<file path="src/rtl/decode_ctrl.sv">
// decode_ctrl: decode-stage controller between fetch and execute.
// Two-entry skid buffer (head + skid) with valid/ready on both sides.
// Each entry carries pc, raw instruction, captured immediate and an
// illegal-encoding flag. Also provides branch-redirect flush and
// back-pressure / dispatch counters.
module decode_ctrl #(
    parameter int DWIDTH   = 32,
    parameter int STALL_CW = 16
) (
    input  logic                clk,
    input  logic                reset_n,
    // fetch side
    input  logic                f_valid_i,
    input  logic [DWIDTH-1:0]   f_insn_i,
    input  logic [DWIDTH-1:0]   f_pc_i,
    output logic                f_ready_o,
    input  logic                flush_i,
    // immediate generator
    output logic [6:0]          igen_opcode_o,
    output logic [DWIDTH-1:0]   igen_insn_o,
    input  logic [DWIDTH-1:0]   igen_imm_i,
    // execute side
    output logic                d_valid_o,
    input  logic                d_ready_i,
    output logic [DWIDTH-1:0]   d_pc_o,
    output logic [DWIDTH-1:0]   d_insn_o,
    output logic [6:0]          d_opcode_o,
    output logic [4:0]          d_rd_o,
    output logic [4:0]          d_rs1_o,
    output logic [4:0]          d_rs2_o,
    output logic [2:0]          d_funct3_o,
    output logic [6:0]          d_funct7_o,
    output logic [DWIDTH-1:0]   d_imm_o,
    output logic                d_illegal_o,
    // counters
    output logic [STALL_CW-1:0] stall_cnt_o,
    output logic [31:0]         dec_cnt_o
);

    typedef enum logic [1:0] {
        ST_EMPTY = 2'd0,
        ST_ONE   = 2'd1,
        ST_FULL  = 2'd2
    } state_t;

    // RV32 base opcodes accepted as legal
    localparam logic [6:0] OPC_LUI      = 7'b0110111;
    localparam logic [6:0] OPC_AUIPC    = 7'b0010111;
    localparam logic [6:0] OPC_JAL      = 7'b1101111;
    localparam logic [6:0] OPC_JALR     = 7'b1100111;
    localparam logic [6:0] OPC_BRANCH   = 7'b1100011;
    localparam logic [6:0] OPC_LOAD     = 7'b0000011;
    localparam logic [6:0] OPC_STORE    = 7'b0100011;
    localparam logic [6:0] OPC_OP_IMM   = 7'b0010011;
    localparam logic [6:0] OPC_OP       = 7'b0110011;
    localparam logic [6:0] OPC_MISC_MEM = 7'b0001111;
    localparam logic [6:0] OPC_SYSTEM   = 7'b1110011;

    // Illegal when not a 32-bit encoding or the major opcode is unknown.
    function automatic logic is_illegal(input logic [6:0] opc);
        logic known;
        case (opc)
            OPC_LUI, OPC_AUIPC, OPC_JAL, OPC_JALR, OPC_BRANCH, OPC_LOAD,
            OPC_STORE, OPC_OP_IMM, OPC_OP, OPC_MISC_MEM, OPC_SYSTEM:
                known = 1'b1;
            default:
                known = 1'b0;
        endcase
        return (opc[1:0] != 2'b11) || !known;
    endfunction

    state_t                r_state;
    state_t                w_state_nxt;

    logic                  r_f_ready;

    logic [DWIDTH-1:0]     r_hd_pc;
    logic [DWIDTH-1:0]     r_hd_insn;
    logic [DWIDTH-1:0]     r_hd_imm;
    logic                  r_hd_ill;

    logic [DWIDTH-1:0]     r_sk_pc;
    logic [DWIDTH-1:0]     r_sk_insn;
    logic [DWIDTH-1:0]     r_sk_imm;
    logic                  r_sk_ill;

    logic [STALL_CW-1:0]   r_stall_cnt;
    logic [31:0]           r_dec_cnt;

    logic                  w_valid;
    logic                  w_enq;
    logic                  w_deq;
    logic                  w_in_ill;
    logic                  w_ld_head_in;
    logic                  w_ld_head_sk;
    logic                  w_ld_skid;

    assign w_valid  = (r_state != ST_EMPTY);
    assign w_enq    = f_valid_i & r_f_ready & ~flush_i;
    assign w_deq    = w_valid & d_ready_i;
    assign w_in_ill = is_illegal(f_insn_i[6:0]);

    // Next-state and entry-load decisions; flush overrides everything.
    always_comb begin
        w_state_nxt  = r_state;
        w_ld_head_in = 1'b0;
        w_ld_head_sk = 1'b0;
        w_ld_skid    = 1'b0;
        case (r_state)
            ST_EMPTY: begin
                if (w_enq) begin
                    w_state_nxt  = ST_ONE;
                    w_ld_head_in = 1'b1;
                end
            end
            ST_ONE: begin
                if (w_enq && w_deq) begin
                    w_state_nxt  = ST_ONE;
                    w_ld_head_in = 1'b1;
                end else if (w_enq) begin
                    w_state_nxt  = ST_FULL;
                    w_ld_skid    = 1'b1;
                end else if (w_deq) begin
                    w_state_nxt  = ST_EMPTY;
                end
            end
            ST_FULL: begin
                // ready is low here, so no enqueue is possible
                if (w_deq) begin
                    w_state_nxt  = ST_ONE;
                    w_ld_head_sk = 1'b1;
                end
            end
            default: begin
                w_state_nxt = ST_EMPTY;
            end
        endcase
        if (flush_i) begin
            w_state_nxt  = ST_EMPTY;
            w_ld_head_in = 1'b0;
            w_ld_head_sk = 1'b0;
            w_ld_skid    = 1'b0;
        end
    end

    // State register; ready is registered from the next state so it has
    // no combinational dependence on d_ready_i or f_valid_i.
    always_ff @(posedge clk) begin
        if (!reset_n) begin
            r_state   <= ST_EMPTY;
            r_f_ready <= 1'b0;
        end else begin
            r_state   <= w_state_nxt;
            r_f_ready <= (w_state_nxt != ST_FULL);
        end
    end

    // Head entry: loaded from fetch (with same-cycle immediate) or from skid.
    always_ff @(posedge clk) begin
        if (!reset_n) begin
            r_hd_pc   <= '0;
            r_hd_insn <= '0;
            r_hd_imm  <= '0;
            r_hd_ill  <= 1'b0;
        end else if (w_ld_head_in) begin
            r_hd_pc   <= f_pc_i;
            r_hd_insn <= f_insn_i;
            r_hd_imm  <= igen_imm_i;
            r_hd_ill  <= w_in_ill;
        end else if (w_ld_head_sk) begin
            r_hd_pc   <= r_sk_pc;
            r_hd_insn <= r_sk_insn;
            r_hd_imm  <= r_sk_imm;
            r_hd_ill  <= r_sk_ill;
        end
    end

    // Skid entry: catches the instruction that arrives while head is stalled.
    always_ff @(posedge clk) begin
        if (!reset_n) begin
            r_sk_pc   <= '0;
            r_sk_insn <= '0;
            r_sk_imm  <= '0;
            r_sk_ill  <= 1'b0;
        end else if (w_ld_skid) begin
            r_sk_pc   <= f_pc_i;
            r_sk_insn <= f_insn_i;
            r_sk_imm  <= igen_imm_i;
            r_sk_ill  <= w_in_ill;
        end
    end

    // Back-pressure counter, saturating at all-ones.
    always_ff @(posedge clk) begin
        if (!reset_n) begin
            r_stall_cnt <= '0;
        end else if (w_valid && !d_ready_i && (r_stall_cnt != {STALL_CW{1'b1}})) begin
            r_stall_cnt <= r_stall_cnt + STALL_CW'(1);
        end
    end

    // Dispatch counter; a dispatch in a flush cycle still counts.
    always_ff @(posedge clk) begin
        if (!reset_n) begin
            r_dec_cnt <= '0;
        end else if (w_deq) begin
            r_dec_cnt <= r_dec_cnt + 32'd1;
        end
    end

    assign f_ready_o     = r_f_ready;
    assign igen_opcode_o = f_insn_i[6:0];
    assign igen_insn_o   = f_insn_i;

    assign d_valid_o     = w_valid;
    assign d_pc_o        = r_hd_pc;
    assign d_insn_o      = r_hd_insn;
    assign d_opcode_o    = r_hd_insn[6:0];
    assign d_rd_o        = r_hd_insn[11:7];
    assign d_rs1_o       = r_hd_insn[19:15];
    assign d_rs2_o       = r_hd_insn[24:20];
    assign d_funct3_o    = r_hd_insn[14:12];
    assign d_funct7_o    = r_hd_insn[31:25];
    assign d_imm_o       = r_hd_imm;
    assign d_illegal_o   = r_hd_ill;
    assign stall_cnt_o   = r_stall_cnt;
    assign dec_cnt_o     = r_dec_cnt;

endmodule

</file>
<file path="config.mk">
export PLATFORM = sky130hd
export DESIGN_NAME = decode_ctrl
export DESIGN_NICKNAME = d
export VERILOG_FILES = /design/src/rtl/decode_ctrl.sv
export SDC_FILE = /design/constraint.sdc
export NUM_CORES = 1
export LEC_CHECK = 0
export ABC_AREA = 1
export CAP_MARGIN = 20
export CORE_MARGIN = 2
export CORE_UTILIZATION = 48
export DETAILED_ROUTE_END_ITERATION = 10
export HOLD_SLACK_MARGIN = 0.02
export PLACE_DENSITY_LB_ADDON = 0.12
export SYNTH_ARGS = -nofsm -noshare
export SYNTH_HDL_FRONTEND = slang
export SYNTH_SLANG_ARGS = --single-unit
</file>
<file path="constraint.sdc">
create_clock -name clk -period 2.2 [get_ports clk]
set_input_delay 0.66 -clock clk [delete_from_list [all_inputs] [get_ports clk]]
set_output_delay 0.66 -clock clk [all_outputs]
set_load 0.02 [all_outputs]
</file>
==> results of run 1 <==
## power by group through the flow
stage	Clock (mW)	Sequential, mW	Combinational, mW
3_3_place_gp	0	4.64	0.961
3_5_place_dp	0	4.65	0.967
2_1_floorplan	0	4.71	0.367
6_report	4.37	4.55	0.922
5_1_grt	4.60	4.55	0.982
4_1_cts	4.45	4.55	0.929
## how the worst max path moves through the flow
stage                            from          endpoint  slack [ns]  depth (start not counted)
after floorplan             d_ready_i     dec_cnt_o[30]        0.41                          8
after global placement    f_insn_i[3]    igen_insn_o[3]       -0.28                          2
after detailed placement  f_insn_i[3]  igen_opcode_o[3]       -0.28                          2
after CTS                  d_imm_o[5]        d_imm_o[5]      0.0001                          1
after global routing      d_insn_o[9]         d_rd_o[2]      0.0002                          1
final                     f_insn_i[1]  igen_opcode_o[1]        0.02                          2
## routing by layer
layer | GRT usage (%) | part of all wire [%] | vias to the layer above
li1 | - | - | 5361
met1 | 33.2 | 42 | 5043
met2 | 42.1 | 48 | 383
met3 | 4.08 | 6.8 | 71
met4 | 9.09 | 3.6 | 0
met5 | 0 | 0 | -
## cell type report
class                           count  area (sq um)
Sequential cell                   245          4910
Multi-Input combinational cell   1021          4670
Fill cell                        1935          6930
Timing Repair Buffer              401          3960
Clock buffer                       34           711
Clock inverter                     11           141
Inverter                           58           226
Tap cell                          280           350
## cells by family (layout without fill, tap and decap cells)
| family | count (synthesis) | after routing | synth area share (%) |
|---|---|---|---|
| simple gates | 757 | 757 | 29.0 |
| flops | 245 | 245 | 45.8 |
| xor+xnor | 14 | 14 | 1.15 |
| buf+inv | 218 | 504 | 10.7 |
| fa+ha+maj | 2 | 2 | 0.234 |
| compound gates | 248 | 248 | 13.0 |
## worst min-delay path, stage by stage, from the launching register on
cell and delay (ns):
dfxtp_1 0.30, nand2_1 0.06, a21oi_1 0.05
## timing repair
action                                  4_1_cts  5_1_grt
pin swaps                                     0        0
endpoints found under the setup margin      116       43
setup buffers                                 0        0
resized for setup                           120       42
## through the flow
stage                     setup TNS, ns  cells  hold slack [ns]  cell area (sq um)  utilization (%)
final                                 0   2050            0.462              15000             68.4
after global routing                  0   2050            0.473              15000             68.4
after CTS                             0   2050            0.465              14900             68.0
after detailed placement         -15.05   2005            0.455              14200             64.7
after global placement           -14.06   2005            0.451              14200             64.7
after floorplan                       0   1484            0.444              10700                -
## Yosys cell counts, drive strengths merged
library cell / instances
nand4: 10
dfxtp: 245
a31oi: 99
nor4: 2
nand2: 517
buf: 107
nor3: 11
clkbuf: 53
ha: 2
xor2: 11
o211ai: 3
o21a: 1
o21ai: 19
inv: 58
o21bai: 3
nand3: 129
nor2: 86
xnor2: 3
a21oi: 123
nor3b: 2
## state kept, by name, indices dropped and copies added, names as in the netlist
register and cells:
r_sk_insn 32, f_ready_o 1, stall_cnt_o 16, d_imm_o 32
r_sk_ill 1, d_pc_o 32, r_state 2, r_sk_imm 32
r_sk_pc 32, d_illegal_o 1, d_insn_o 32, dec_cnt_o 32
==> load_flow_metrics.sql, run 1 <==
INSERT INTO impl_metrics (metric_group, metric, value, unit) VALUES
('clock_tree', 'worst_skew_pair.late_latency', '0.53', 'ns'),
('routing', 'dr.pass1.iters', '7', ''),
('sta', 'final_period_minus_worst_setup_slack', '2.18', 'ns'),
('clock_tree', 'cts_hold_buf', '0', ''),
('power', 'pwr-share-clk', '44.4', '%'),
('outcome', 'outcome', 'finished, final reports clean', ''),
('floorplanning', 'floorplan.die.width', '153', 'microns'),
('worst_hold_path', 'hold_end', 'r_sk_imm[20]', ''),
('logic_synthesis', 'leading_area_contributor_after_synthesis', 'dfxtp_1', ''),
('setup_path', 'critical_path_required', '1.54', 'ns'),
('routing', 'drt_drc_violations_left', '0', ''),
('power', 'leakagePower', '6.23', 'nW'),
('sta', 'rsz0062_at_grt', 'no', ''),
('power', 'p_switching', '2.27', 'mW'),
('sta', 'drv_slew', '0', ''),
('sta', 'slew_worst_pin', '0.603', 'ns'),
('cells_and_area', 'areaGrowthSynthToFinish', '39.7', '%'),
('logic_synthesis', 'mappedNetlistNets', '1587', ''),
('setup_path', 'startpoint_kind_of_the_worst_setup_timing_path', 'input port', ''),
('clock_tree', 'clk_pin_slew_worst_paths', '0.06', 'ns'),
('worst_hold_path', 'min-delay-path-class', 'reg -> reg', ''),
('setup_path', 'cpLargestDelayFamily', 'buffers and inverters', ''),
('setup_path', 'crit_fanout', '3', ''),
('clock_tree', 'tritoncts', 'yes', ''),
('global_routing', 'globalRouteTotalUtil', '25.3', '%'),
('sta', 'timing.final.crit_share', '99.1', '%'),
('setup_path', 'highest_cell_delay_on_the_worst_timing_path', '0.51', 'ns'),
('clock_tree', 'clock_tree.buffer_depth', '3', ''),
('power', 'cellInternalPower', '7.56', 'mW'),
('run', 'max-cap-violations', '0', ''),
('sta', 'timing.fmax', '0.459', 'GHz'),
('clock_tree', 'total_cts_buffers', '26', ''),
('global_routing', 'grt_pass1_wl', '50100', 'microns'),
('setup_path', 'timing.setup.critical_path_class', 'in -> out', ''),
('routing', 'route.final.wire_length', '31200', 'microns'),
('clock_tree', 'tritoncts_num_sinks', '245', ''),
('setup_path', 'crit_path_end_kind', 'primary output', ''),
('global_routing', 'number_of_global_route_vias_before_repair', '10000', ''),
('clock_tree', 'cts.root.buffer_cell', 'clkbuf_16', ''),
('global_routing', 'initial_antenna_violation_count', '0', ''),
('power', 'power.combinational.fraction', '9.4', '%'),
('floorplanning', 'design.core.area', '0.0219', 'sq mm'),
('setup_path', 'slowest_library_cell_on_the_worst_path', 'clkdlybuf4s50_1', ''),
('cells_and_area', 'layout_commonest_cell', 'nand2_1', ''),
('power', 'power.density_cell_area', '657', 'mW/mm^2'),
('power', 'irDropWorstVdd', '0.000537', 'V'),
('setup_path', 'reg2reg_depth', '7', ''),
('worst_hold_path', 'worst_hold_path.num_cells', '2', ''),
('cells_and_area', 'num_antenna_cells', '0', ''),
('cells_and_area', 'final_layout_size_suffix_gt1_share', '8.31', '%'),
('cells_and_area', 'design.final.nets', '1856', ''),
('placement', 'dpl_worst_slack', '-0.281', 'ns'),
('logic_synthesis', 'post_synthesis_cell_type_count', '29', ''),
('setup_path', 'setup.reg_to_reg.worst_slack', '0.28', 'ns'),
('placement', 'place_congestion', '0.885', ''),
('logic_synthesis', 'synth_top_cells_by_area', 'dfxtp_1 46%, nand2_1 18%, nand3_1 6.0%', ''),
('routing', 'detail-route-antenna-nets', '0', ''),
('floorplanning', 'die-height', '153', 'microns'),
('logic_synthesis', 'post-synth-top-area-fraction', '45.8', '%'),
('setup_path', 'critical_path.cell_chain', 'clkdlybuf4s50_1 > dlygate4sd2_1', ''),
('routing', 'detail_route.iter0.violations', '634', ''),
('floorplanning', 'dieArea', '0.0235', 'sq mm'),
('placement', 'dp_hpwl', '21000', 'microns'),
('routing', 'route.detailed.wl_per_inst', '15.2', 'microns'),
('sta', 'max-slew-margin-rel', '59.8', '%'),
('routing', 'route.vias.total', '10900', ''),
('logic_synthesis', 'ys_warn_count', '0', ''),
('routing', 'route.detailed.vias_per_inst', '5.30', ''),
('setup_path', 'crit_buf_inv', '2', ''),
('setup_path', 'worst_r2r_endpoint', 'stall_cnt_o[5]', ''),
('sta', 'finalHoldViolCount', '0', '');
(Power assumes the default switching activity.)
==> run 2: changes to the inputs <==
CORE_MARGIN = 1   (was 2)
clock period = 2.1 ns   (was 2.2 ns; I/O delays follow)
==> load_flow_metrics.sql, run 2 (synthesis gave the netlist of run 1 again) <==
INSERT INTO impl_metrics (metric_group, metric, value, unit) VALUES
('cells_and_area', 'areaGrowthSynthToFinish', '40.2', '%'),
('cells_and_area', 'layout_commonest_cell', 'nand2_1', ''),
('sta', 'timing.fmax', '0.480', 'GHz'),
('setup_path', 'startpoint_kind_of_the_worst_setup_timing_path', 'input port', ''),
('setup_path', 'cpLargestDelayFamily', 'buffers and inverters', ''),
('cells_and_area', 'layout_common_cells', '515 x nand2_1, 244 x dfxtp_1, 175 x dlygate4sd2_1', ''),
('sta', 'drv_slew', '0', ''),
('clock_tree', 'clock_tree.buffer_depth', '3', ''),
('outcome', 'outcome', 'finished, final reports clean', ''),
('worst_hold_path', 'worst_hold_path.num_cells', '2', ''),
('global_routing', 'number_of_global_route_vias_before_repair', '9718', ''),
('sta', 'timing.final.crit_share', '99.2', '%'),
('power', 'power.density_cell_area', '673', 'mW/mm^2'),
('routing', 'dr.pass1.iters', '6', ''),
('global_routing', 'largest_net_degree_at_the_start_of_global_routing', '55', ''),
('floorplanning', 'design.core.area', '0.0218', 'sq mm'),
('sta', 'rsz0062_at_grt', 'yes', ''),
('routing', 'detail_route.iter0.violations', '728', ''),
('routing', 'route.vias.total', '10900', ''),
('power', 'pwr-share-clk', '43.6', '%'),
('sta', 'setup_violations', '0', ''),
('routing', 'route.detailed.vias_per_inst', '5.25', ''),
('setup_path', 'critical_path.cell_chain', 'clkdlybuf4s50_1 > dlygate4sd2_1', ''),
('setup_path', 'timing.setup.critical_path_class', 'in -> out', ''),
('sta', 'timing.clock.skew', '0.00629', 'ns'),
('run', 'max-cap-violations', '0', ''),
('clock_tree', 'tritoncts', 'yes', ''),
('floorplanning', 'initial_utilization', '49.1', '%'),
('sta', 'slew_worst_pin', '0.460', 'ns'),
('routing', 'detail-route-antenna-nets', '0', ''),
('floorplanning', 'io_count', '319', ''),
('setup_path', 'crit_buf_inv', '2', ''),
('floorplanning', 'row_count', '54', ''),
('floorplanning', 'dieArea', '0.0229', 'sq mm'),
('global_routing', 'grt_pass1_wl', '47800', 'microns'),
('setup_path', 'highest_cell_delay_on_the_worst_timing_path', '0.48', 'ns'),
('routing', 'drt_drc_violations_left', '0', ''),
('setup_path', 'arrival', '1.45', 'ns'),
('clock_tree', 'cts.repair_timing.setup_buffer_count', '0', ''),
('worst_hold_path', 'min-delay-path-class', 'reg -> reg', ''),
('placement', 'numPortBuffers', '318', ''),
('setup_path', 'crit_path_end_kind', 'primary output', ''),
('setup_path', 'cp.depth', '2', ''),
('clock_tree', 'tritoncts_num_sinks', '245', ''),
('cells_and_area', 'ff_latch_area', '0.00491', 'sq mm'),
('power', 'leakagePower', '6.24', 'nW'),
('floorplanning', 'floorplan.die.width', '151', 'microns'),
('sta', 'finalHoldViolCount', '0', ''),
('placement', 'place_congestion', '0.928', ''),
('setup_path', 'reg2reg_depth', '8', ''),
('power', 'cellInternalPower', '7.77', 'mW'),
('sta', 'final_period_minus_worst_setup_slack', '2.08', 'ns'),
('clock_tree', 'htree_num_levels', '1', ''),
('setup_path', 'critical_path_required', '1.47', 'ns'),
('routing', 'route.final.wire_length', '30700', 'microns'),
('power', 'power_frac_seq', '47.1', '%'),
('sta', 'max-slew-margin-rel', '69.3', '%'),
('cells_and_area', 'multi_input_area', '0.00467', 'sq mm'),
('setup_path', 'slowest_library_cell_on_the_worst_path', 'clkdlybuf4s50_1', ''),
('power', 'power.combinational.fraction', '9.3', '%'),
('cells_and_area', 'final_layout_size_suffix_gt1_share', '9.57', '%'),
('power', 'power.total', '10.1', 'mW'),
('global_routing', 'globalRouteTotalUtil', '25.7', '%'),
('cells_and_area', 'design.final.nets', '1874', ''),
('global_routing', 'initial_antenna_violation_count', '2', ''),
('global_routing', 'globalRoute.totalOverflow', '0', ''),
('power', 'power_switching_share', '23.2', '%'),
('floorplanning', 'die-height', '151', 'microns'),
('clock_tree', 'worst_skew_pair.late_latency', '0.52', 'ns'),
('cells_and_area', 'utilization_after_layout', '68.8', '%'),
('power', 'irDropWorstVdd', '0.000656', 'V'),
('clock_tree', 'cts.root.buffer_cell', 'clkbuf_16', ''),
('clock_tree', 'clk_pin_slew_worst_paths', '0.06', 'ns'),
('clock_tree', 'total_cts_buffers', '26', ''),
('routing', 'route.detailed.wl_per_inst', '14.8', 'microns'),
('placement', 'dp_hpwl', '20900', 'microns'),
('cells_and_area', 'fillers', '1945', ''),
('power', 'p_switching', '2.34', 'mW'),
('setup_path', 'crit_fanout', '3', '');
==> run 2: changes by cell type in the layout (fill, tap and decap cells not counted), sizes merged <==
cell,change
buf,+20
clkdlybuf4s50,-66
diode,+2
clkdlybuf4s15,+22
clkbuf,+11
bufinv,-3
dlygate4sd2,+66
clkinv,-5
dlymetal6s2s,-28
==> run 2: layout make-up <==
type / instances / area share, %
Antenna cell: 2 / 0.0333
Clock buffer: 41 / 5.38
Clock inverter: 3 / 0.100
Inverter: 58 / 1.51
Multi-Input combinational cell: 1021 / 31.1
Sequential cell: 245 / 32.7
Tap cell: 280 / 2.33
Timing Repair Buffer: 419 / 26.9
==> run 2: worst paths after layout <==
| path | slack, ns | from | end |
|---|---|---|---|
| setup / recovery | 0.02 | f_insn_i[0] | igen_opcode_o[0] |
| hold / removal | 0.46 | r_sk_pc[30] | r_sk_pc[30] |
| setup reg to reg | 0.23 | stall_cnt_o[0] | stall_cnt_o[14] |
| hold reg to reg | 0.46 | r_sk_pc[30] | r_sk_pc[30] |
==> run 2: worst register-to-register path, cell delays in order, from the launching register on <==
cell	delay, ns
dfxtp_1	0.43
ha_1	0.27
nand3_1	0.17
nor3_2	0.30
nand3_1	0.14
nand2_2	0.13
buf_4	0.15
nand2_1	0.06
a21oi_1	0.14
==> run 2: power by group through the flow <==
| stage | Sequential [mW] | Clock (mW) | Combinational, mW |
|---|---|---|---|
| finish | 4.76 | 4.41 | 0.943 |
| global route | 4.77 | 4.68 | 1.01 |
| CTS | 4.76 | 4.47 | 0.949 |
| detailed placement | 4.86 | 0 | 1.02 |
| global placement | 4.86 | 0 | 1.02 |
| floorplan | 4.93 | 0 | 0.384 |
==> run 2: repair_timing <==
item | 4_1_cts | 5_1_grt
gates resized for setup | 228 | 38
hold buffers | 0 | 0
endpoints found under the setup margin | 208 | 38
==> run 2: routing by layer <==
layer	up-vias	GRT usage [%]	part of all wire [%]	wire (microns)
met5	-	0	0	0
li1	5391	-	-	-
met2	415	43.3	49	15000
met1	5003	33.3	42	12700
met3	51	3.77	7.1	2180
met4	0	8.85	2.5	762
==> run 2: per-stage QoR <==
stage	instance area, sq um	hold slack [ns]	setup WS [ns]	std cells	setup TNS [ns]
global placement	14400	0.450	-0.348	2023	-24.14
detailed placement	14400	0.454	-0.335	2023	-30.25
finish	15000	0.462	0.0161	2069	0
CTS	15000	0.462	0.000127	2067	0
floorplan	10700	0.444	0.338	1484	0
global route	15000	0.476	-0.0204	2068	-0.0370
==> RTL change (flow settings as in run 1) <==
Encoding of `state_t`: now one-hot (3 bits for 3 states).
--- a/src/rtl/decode_ctrl.sv
+++ b/src/rtl/decode_ctrl.sv
@@ -37,10 +37,10 @@
     output logic [31:0]         dec_cnt_o
 );
 
-    typedef enum logic [1:0] {
-        ST_EMPTY = 2'd0,
-        ST_ONE   = 2'd1,
-        ST_FULL  = 2'd2
+    typedef enum logic [2:0] {
+        ST_EMPTY = 3'b001,
+        ST_ONE   = 3'b010,
+        ST_FULL  = 3'b100
     } state_t;
 
     // RV32 base opcodes accepted as legal
Behaviour: same outputs for any inputs over 4 cycles, from zero or initial values and one cycle with reset_n low; so few cycles prove little.
==> RTL change against run 1 <==
Setup slack got worse by 4.6 ps. Power increased by 8.6%. Area after synthesis increased by 2.0%. Maximum frequency decreased by 0.21%. Cell count about the same. Cell area increased by 1.6%. Combinational power increased by 23%. Routed wire length decreased by 3.4%. Global-route usage decreased by 0.97 points. Sequential cell count increased by 1. Largest power group is now the clock network. Highest routed layer unchanged.
==> RTL change: results <==
detailed_routing:
  vias: 10474
  wl_met1_mm: 13.3
  drt-initial-drc-count: 748
  dr.pass1.iters: 5
min_path:
  holdCritStartpoint: "r_sk_imm[6]"
  hold_end: "r_sk_imm[6]"
placed_design:
  dpl_cell_area_um2: 14200
  dp_cells: 2000
  place.detailed.hpwl_mm: 20.4
layout:
  stdcell_area_um2: 15200
  inverters: 161
  n_all_buffers: 392
  clock_buffers: 37
  num_antenna_cells: 1
  drive_above_1_share_pct: 8.06
  nonClkBufAreaFrac_pct: 25.7
synthesis:
  synthTopCellsByCount: "nand2_1 (316), dfxtp_1 (246), o21ai_0 (197)"
  netlist_top_cells_area: "dfxtp_1 (45%), nand2_1 (11%), o21ai_0 (9.0%)"
  seq_area_frac_synth_pct: 45.1
power:
  peakVddDrop_mv: 0.591
  internal_power_uw: 8230
  clk-power_uw: 4920
  power_uw: 10700
setup_path:
  cp-startpoint: "f_insn_i[5]"
  timing.rr.end: "stall_cnt_o[6]"
grt:
  antenna_found_initial: 2
  groute.layer.met3.usage_pct: 4.99
timing:
  fin_worst_skew_ps: 16.0
status:
  status: "complete, no violations"
RTL change: changes by cell type after synthesis, sizes merged, moves of 2 or more:
cell	before	now
a21oi	123	126
a31oi	99	97
and2	0	2
clkbuf	53	57
inv	58	160
nand2	517	320
nand3	129	37
nand4	10	21
nor2	86	71
nor4	2	0
o21a	1	3
o21ai	19	206
xor2	11	8
RTL change: kinds of logic (layout without fill, tap and decap cells):
| family | after synthesis | count (layout) | synth area share [%] |
|---|---|---|---|
| buffers and inverters | 324 | 600 | 14.4 |
| other | 0 | 1 | 0 |
| AND/OR/NAND/NOR | 465 | 465 | 18.0 |
| flip-flops | 246 | 246 | 45.1 |
| adder cells (fa/ha/maj) | 2 | 2 | 0.229 |
| XOR/XNOR | 11 | 11 | 0.882 |
| AO/OA/AOI/OAI | 438 | 438 | 21.4 |
RTL change: what timing repair did:
item,in CTS,in global routing
endpoints found under the hold margin,0,0
resized for setup,113,44
setup endpoints to repair,113,50
